<file path="src/rtl/hand_dealer.sv">
// Sequential card source for the Baccarat datapath: free-running card counter,
// IDLE/WRITE/ACK dealing FSM and two three-slot hands. Optional: HAND_SCORE_EN.
module hand_dealer #(
  parameter int DECK_MAX = 13
) (
  input  logic       clock,
  input  logic       reset,
  input  logic       deal_req,
  input  logic       target,
  input  logic       clear,
  output logic       busy,
  output logic       done,
  output logic       overflow,
  output logic [3:0] pcard1,
  output logic [3:0] pcard2,
  output logic [3:0] pcard3,
  output logic [3:0] dcard1,
  output logic [3:0] dcard2,
  output logic [3:0] dcard3,
  output logic [1:0] pcount,
  output logic [1:0] dcount,
`ifdef HAND_SCORE_EN
  output logic [3:0] pscore,
  output logic [3:0] dscore,
`endif
  output logic [1:0] dbg_state
);

  localparam logic [1:0] S_IDLE  = 2'd0;
  localparam logic [1:0] S_WRITE = 2'd1;
  localparam logic [1:0] S_ACK   = 2'd2;

  logic [1:0] r_state;
  logic [3:0] r_ctr;
  logic [3:0] r_sample;
  logic       r_tgt;
  logic       r_ovf;
  logic [3:0] r_pcard [0:2];
  logic [3:0] r_dcard [0:2];
  logic [1:0] r_pcount;
  logic [1:0] r_dcount;

`ifdef HAND_SCORE_EN
  logic [3:0] r_pscore;
  logic [3:0] r_dscore;
  logic [3:0] w_face;
  logic [4:0] w_psum;
  logic [4:0] w_dsum;
  logic [3:0] w_pscore_nxt;
  logic [3:0] w_dscore_nxt;

  // Face values 10..15 (and 0) contribute nothing to the Baccarat total.
  assign w_face       = (r_sample >= 4'd1 && r_sample <= 4'd9) ? r_sample : 4'd0;
  assign w_psum       = {1'b0, r_pscore} + {1'b0, w_face};
  assign w_dsum       = {1'b0, r_dscore} + {1'b0, w_face};
  assign w_pscore_nxt = (w_psum >= 5'd10) ? 4'(w_psum - 5'd10) : w_psum[3:0];
  assign w_dscore_nxt = (w_dsum >= 5'd10) ? 4'(w_dsum - 5'd10) : w_dsum[3:0];
  assign pscore       = r_pscore;
  assign dscore       = r_dscore;
`endif

  always_ff @(posedge clock or posedge reset) begin
    if (reset) begin
      r_state  <= S_IDLE;
      r_ctr    <= 4'd1;
      r_sample <= 4'd0;
      r_tgt    <= 1'b0;
      r_ovf    <= 1'b0;
      r_pcount <= 2'd0;
      r_dcount <= 2'd0;
      for (int i = 0; i < 3; i++) begin
        r_pcard[i] <= 4'd0;
        r_dcard[i] <= 4'd0;
      end
`ifdef HAND_SCORE_EN
      r_pscore <= 4'd0;
      r_dscore <= 4'd0;
`endif
    end else begin
      // The counter never holds; its value before the accept edge is the card.
      r_ctr <= (r_ctr >= 4'(DECK_MAX)) ? 4'd1 : r_ctr + 4'd1;
      case (r_state)
        S_IDLE: begin
          if (clear) begin
            r_ovf    <= 1'b0;
            r_pcount <= 2'd0;
            r_dcount <= 2'd0;
            for (int i = 0; i < 3; i++) begin
              r_pcard[i] <= 4'd0;
              r_dcard[i] <= 4'd0;
            end
`ifdef HAND_SCORE_EN
            r_pscore <= 4'd0;
            r_dscore <= 4'd0;
`endif
          end else if (deal_req) begin
            r_sample <= r_ctr;
            r_tgt    <= target;
            r_state  <= S_WRITE;
          end
        end
        S_WRITE: begin
          if (!r_tgt) begin
            if (r_pcount != 2'd3) begin
              r_pcard[r_pcount] <= r_sample;
              r_pcount          <= r_pcount + 2'd1;
`ifdef HAND_SCORE_EN
              r_pscore          <= w_pscore_nxt;
`endif
            end else begin
              r_ovf <= 1'b1;
            end
          end else begin
            if (r_dcount != 2'd3) begin
              r_dcard[r_dcount] <= r_sample;
              r_dcount          <= r_dcount + 2'd1;
`ifdef HAND_SCORE_EN
              r_dscore          <= w_dscore_nxt;
`endif
            end else begin
              r_ovf <= 1'b1;
            end
          end
          r_state <= S_ACK;
        end
        S_ACK:   r_state <= S_IDLE;
        default: r_state <= S_IDLE;
      endcase
    end
  end

  assign busy      = (r_state == S_WRITE) || (r_state == S_ACK);
  assign done      = (r_state == S_ACK);
  assign overflow  = r_ovf;
  assign pcard1    = r_pcard[0];
  assign pcard2    = r_pcard[1];
  assign pcard3    = r_pcard[2];
  assign dcard1    = r_dcard[0];
  assign dcard2    = r_dcard[1];
  assign dcard3    = r_dcard[2];
  assign pcount    = r_pcount;
  assign dcount    = r_dcount;
  assign dbg_state = r_state;

endmodule

</file>
<file path="config.mk">
export PLATFORM = sky130hd
export DESIGN_NAME = hand_dealer
export DESIGN_NICKNAME = d
export VERILOG_FILES = /design/src/rtl/hand_dealer.sv
export SDC_FILE = /design/constraint.sdc
export NUM_CORES = 1
export LEC_CHECK = 0
export ABC_AREA = 1
export CAP_MARGIN = 20
export CORE_MARGIN = 2
export CORE_UTILIZATION = 37
export DETAILED_ROUTE_END_ITERATION = 6
export DONT_BUFFER_PORTS = 1
export SYNTH_ARGS = -nofsm -noshare
export SYNTH_HDL_FRONTEND = slang
export SYNTH_SLANG_ARGS = --single-unit
</file>
<file path="constraint.sdc">
create_clock -name clock -period 3.2 [get_ports clock]
set_input_delay 0.64 -clock clock [delete_from_list [all_inputs] [get_ports clock]]
set_output_delay 0.64 -clock clock [all_outputs]
set_load 0.03 [all_outputs]
</file>
==> run_results.csv <==
group,metric,value,unit
detailed_routing,avgViaCountPerCell,4.78,
detailed_routing,first_pass_iters,4,
sta,slew_headroom,0.655,
critical_path,crit_cells,2,
sta,fmax,462,MHz
critical_path,cp.buffers_inverters,1,
critical_path,path_class,"flop to output pin",
critical_path,reg2reg_from,"dbg_state[1]$_DFFE_PP0P_",
logic_synthesis,synth_area_leaders,"dfrtp_1 (46%), nand2_1 (14%), ha_1 (9.5%)",
sta,hold_violations,0,
sta,fin_crit,2.16,ns
logic_synthesis,synth-edff-count,0,
critical_path,cp_max_fo,5,
global_routing,overflow,0,
cts,cts_setup_buffers,0,
placed_design,gp_congestion,0.760,
power_and_ir_drop,static-leakage-power,0.00118,uW
cts,clock-sinks,40,
cts,cts_tree,"yes",
logic_synthesis,synth-seq-area-share,0.473,
critical_path,startpoint,"dbg_state[0]$_DFFE_PP0P_",
power_and_ir_drop,p_seq_frac,0.441,
critical_path,rr_worst_depth,7,
detailed_routing,drtIter0Drc,113,
floorplanning,dieArea,6350,sq um
global_routing,grt_util_all_layers,0.144,
power_and_ir_drop,p_clk_frac,0.165,
logic_synthesis,yosysTopAreaCellShare,0.461,
detailed_routing,drc,0,
power_and_ir_drop,p_sw,1040,uW
logic_synthesis,postSynth.asyncResetShare,1.00,
sta,worst_pin_slew,0.518,ns
cts,cts.repair.resized,0,
cts,cts-root-buf,"clkbuf_8",
floorplanning,fp.dieH,79.7,um
floorplanning,num_io_pins,38,
cts,clk_pin_slew,0.07,ns
power_and_ir_drop,power_frac_comb,0.394,
cts,clk_path_buf_depth,2,
logic_synthesis,synth-seq-cells,40,
cts,h-tree-depth,2,
power_and_ir_drop,ir_worst_vdd,0.696,mV
global_routing,grt_max_degree,41,
flow_run,drv_cap,0,
critical_path,cpLargestDelayFamily,"flip-flops",
status,status,"finished, final reports clean",
finish,drive_gt1_frac,0.111,
logic_synthesis,netlist_instances,231,
power_and_ir_drop,power.internal,1060,uW
logic_synthesis,synth_top_cell_by_area,"dfrtp_1",
logic_synthesis,synth_nets,252,
critical_path,worstPathCellList,"inv_1 -> ha_1",
critical_path,crit_path_start_kind,"flop",
placed_design,port_buffers,0,
critical_path,worstPathArrival,1.52,ns
logic_synthesis,syn-cell-area,2120,sq um
hold_path,hp-class,"input port to async pin",
global_routing,antenna_found_initial,0,
finish,syn_to_final_growth,5.97,%
placed_design,dpl.hpwl,2.84,mm
global_routing,grt_pass1_wl,7.02,mm
logic_synthesis,synth_ff_type,"dfrtp_1",
logic_synthesis,avgSynthCellArea,9.17,sq um
power_and_ir_drop,powerDensity,938,nW/um^2
critical_path,crit_required,2.56,ns
sta,setup_violations,0,
detailed_routing,wirelength,3.99,mm
sta,finalSetupTns,0,ns
critical_path,crit_path_top_delay_cell,"dfrtp_1",
logic_synthesis,synth_most_common_cell,"nand2_1",
sta,period_share,0.676,
finish,antenna_cells,0,
sta,fin_skew,0.00908,ns
cts,clock_latency,0.29,ns
sta,rsz0062_at_grt,"false",
floorplanning,initial_utilization,0.385,
cts,numCtsBuffers,5,
cts,cts_hold_buffers,0,
floorplanning,num_rows,27,
detailed_routing,antenna_left,0,
detailed_routing,via_count,1463,
logic_synthesis,synthTopCellsByCount,"nand2_1 (79), dfrtp_1 (39), nand4_1 (24)",
critical_path,max_stage_delay,0.60,ns
floorplanning,core_area,5510,sq um
sta,hold_ws,0.360,ns
critical_path,end_kind,"output pin",
logic_synthesis,ys_types,24,
floorplanning,die_w,79.7,um
finish,final_nets,254,
sta,slew_viol_final,0,
logic_synthesis,ys_warn_count,0,
finish,utilization,0.408,
detailed_routing,wire_per_inst,13.0,um
power_and_ir_drop,sw_frac_of_total,0.495,
global_routing,grt_pass1_vias,1493,
## path summary, 6_finish.rpt
| check | slack, ns | endpoint |
|---|---|---|
| worst min-delay path | 0.36 | overflow$_DFFE_PP0P_ |
| worst min register to register | 0.49 | r_sample[2]$_DFFE_PP0P_ |
| worst max register to register | 1.15 | dcard2[0]$_DFFE_PP0P_ |
| worst max-delay path | 1.04 | busy |
| max in group asynchronous | 2.47 | r_ctr[0]$_DFF_PP1_ |
| min in group clock | 0.49 | r_sample[2]$_DFFE_PP0P_ |
## through the flow
| step | std cells | instance area (sq um) | setup slack, ns | total power (uW) |
|---|---|---|---|---|
| 5_1_grt | 306 | 2240 | 0.929 | 2270 |
| 3_3_place_gp | 298 | 2150 | 1.22 | 1760 |
| 6_report | 306 | 2240 | 1.04 | 2110 |
| 2_1_floorplan | 231 | 2120 | 1.44 | 1680 |
| 3_5_place_dp | 298 | 2150 | 1.16 | 1770 |
| 4_1_cts | 306 | 2240 | 1.02 | 2130 |
## per-layer routing
metal / vias up / share of wire / track usage
li1: 758 / - / -
met5: - / 0 / 0
met2: 34 / 0.43 / 0.214
met1: 665 / 0.50 / 0.193
met4: 0 / 0.016 / 0.0603
met3: 6 / 0.055 / 0.0441
## logic make-up after synthesis
logic type,share of synthesized area
adders and majority gates,0.0945
DFF,0.473
and+or+nand+nor,0.326
buffers and inverters,0.0691
AOI/OAI and AO/OA,0.0331
xor gates and xnor gates,0.00414
## power by group through the flow
stage / Clock [uW] / Combinational (uW) / Sequential, uW
detailed placement: 0 / 828 / 944
global route: 381 / 945 / 948
finish: 347 / 831 / 929
floorplan: 0 / 779 / 900
global placement: 0 / 819 / 943
CTS: 361 / 833 / 933
## area by class of cell
cell class                      instances  area, sq um
Tap cell                               72         90.1
Timing Repair Buffer                    1         7.51
Sequential cell                        40         1000
Fill cell                             552         3260
Inverter                               21         81.3
Multi-Input combinational cell        164          970
Clock inverter                          1         7.51
Clock buffer                            7         86.3
## flip-flops by register name (all words and copies together), names as in the netlist
| register | count |
|---|---|
| dcard3 | 4 |
| dbg_state | 2 |
| r_ctr | 4 |
| dcard2 | 4 |
| dcard1 | 4 |
| pcard2 | 4 |
| pcount | 2 |
| dcount | 2 |
| r_sample | 4 |
| overflow | 1 |
| pcard1 | 4 |
| pcard3 | 4 |
| r_tgt | 1 |
## cell usage in the layout (no fill, tap or decap), drive strengths merged
| master | n |
|---|---|
| nand4 | 24 |
| nand3 | 11 |
| clkinvlp | 1 |
| nor2 | 7 |
| o21ai | 12 |
| dfrtp | 39 |
| xnor2 | 1 |
| dfstp | 1 |
| ha | 16 |
| or2 | 6 |
| inv | 21 |
| a21oi | 2 |
| clkbuf | 7 |
| buf | 1 |
| nand2 | 85 |
Power figures use the tool's default switching activity.
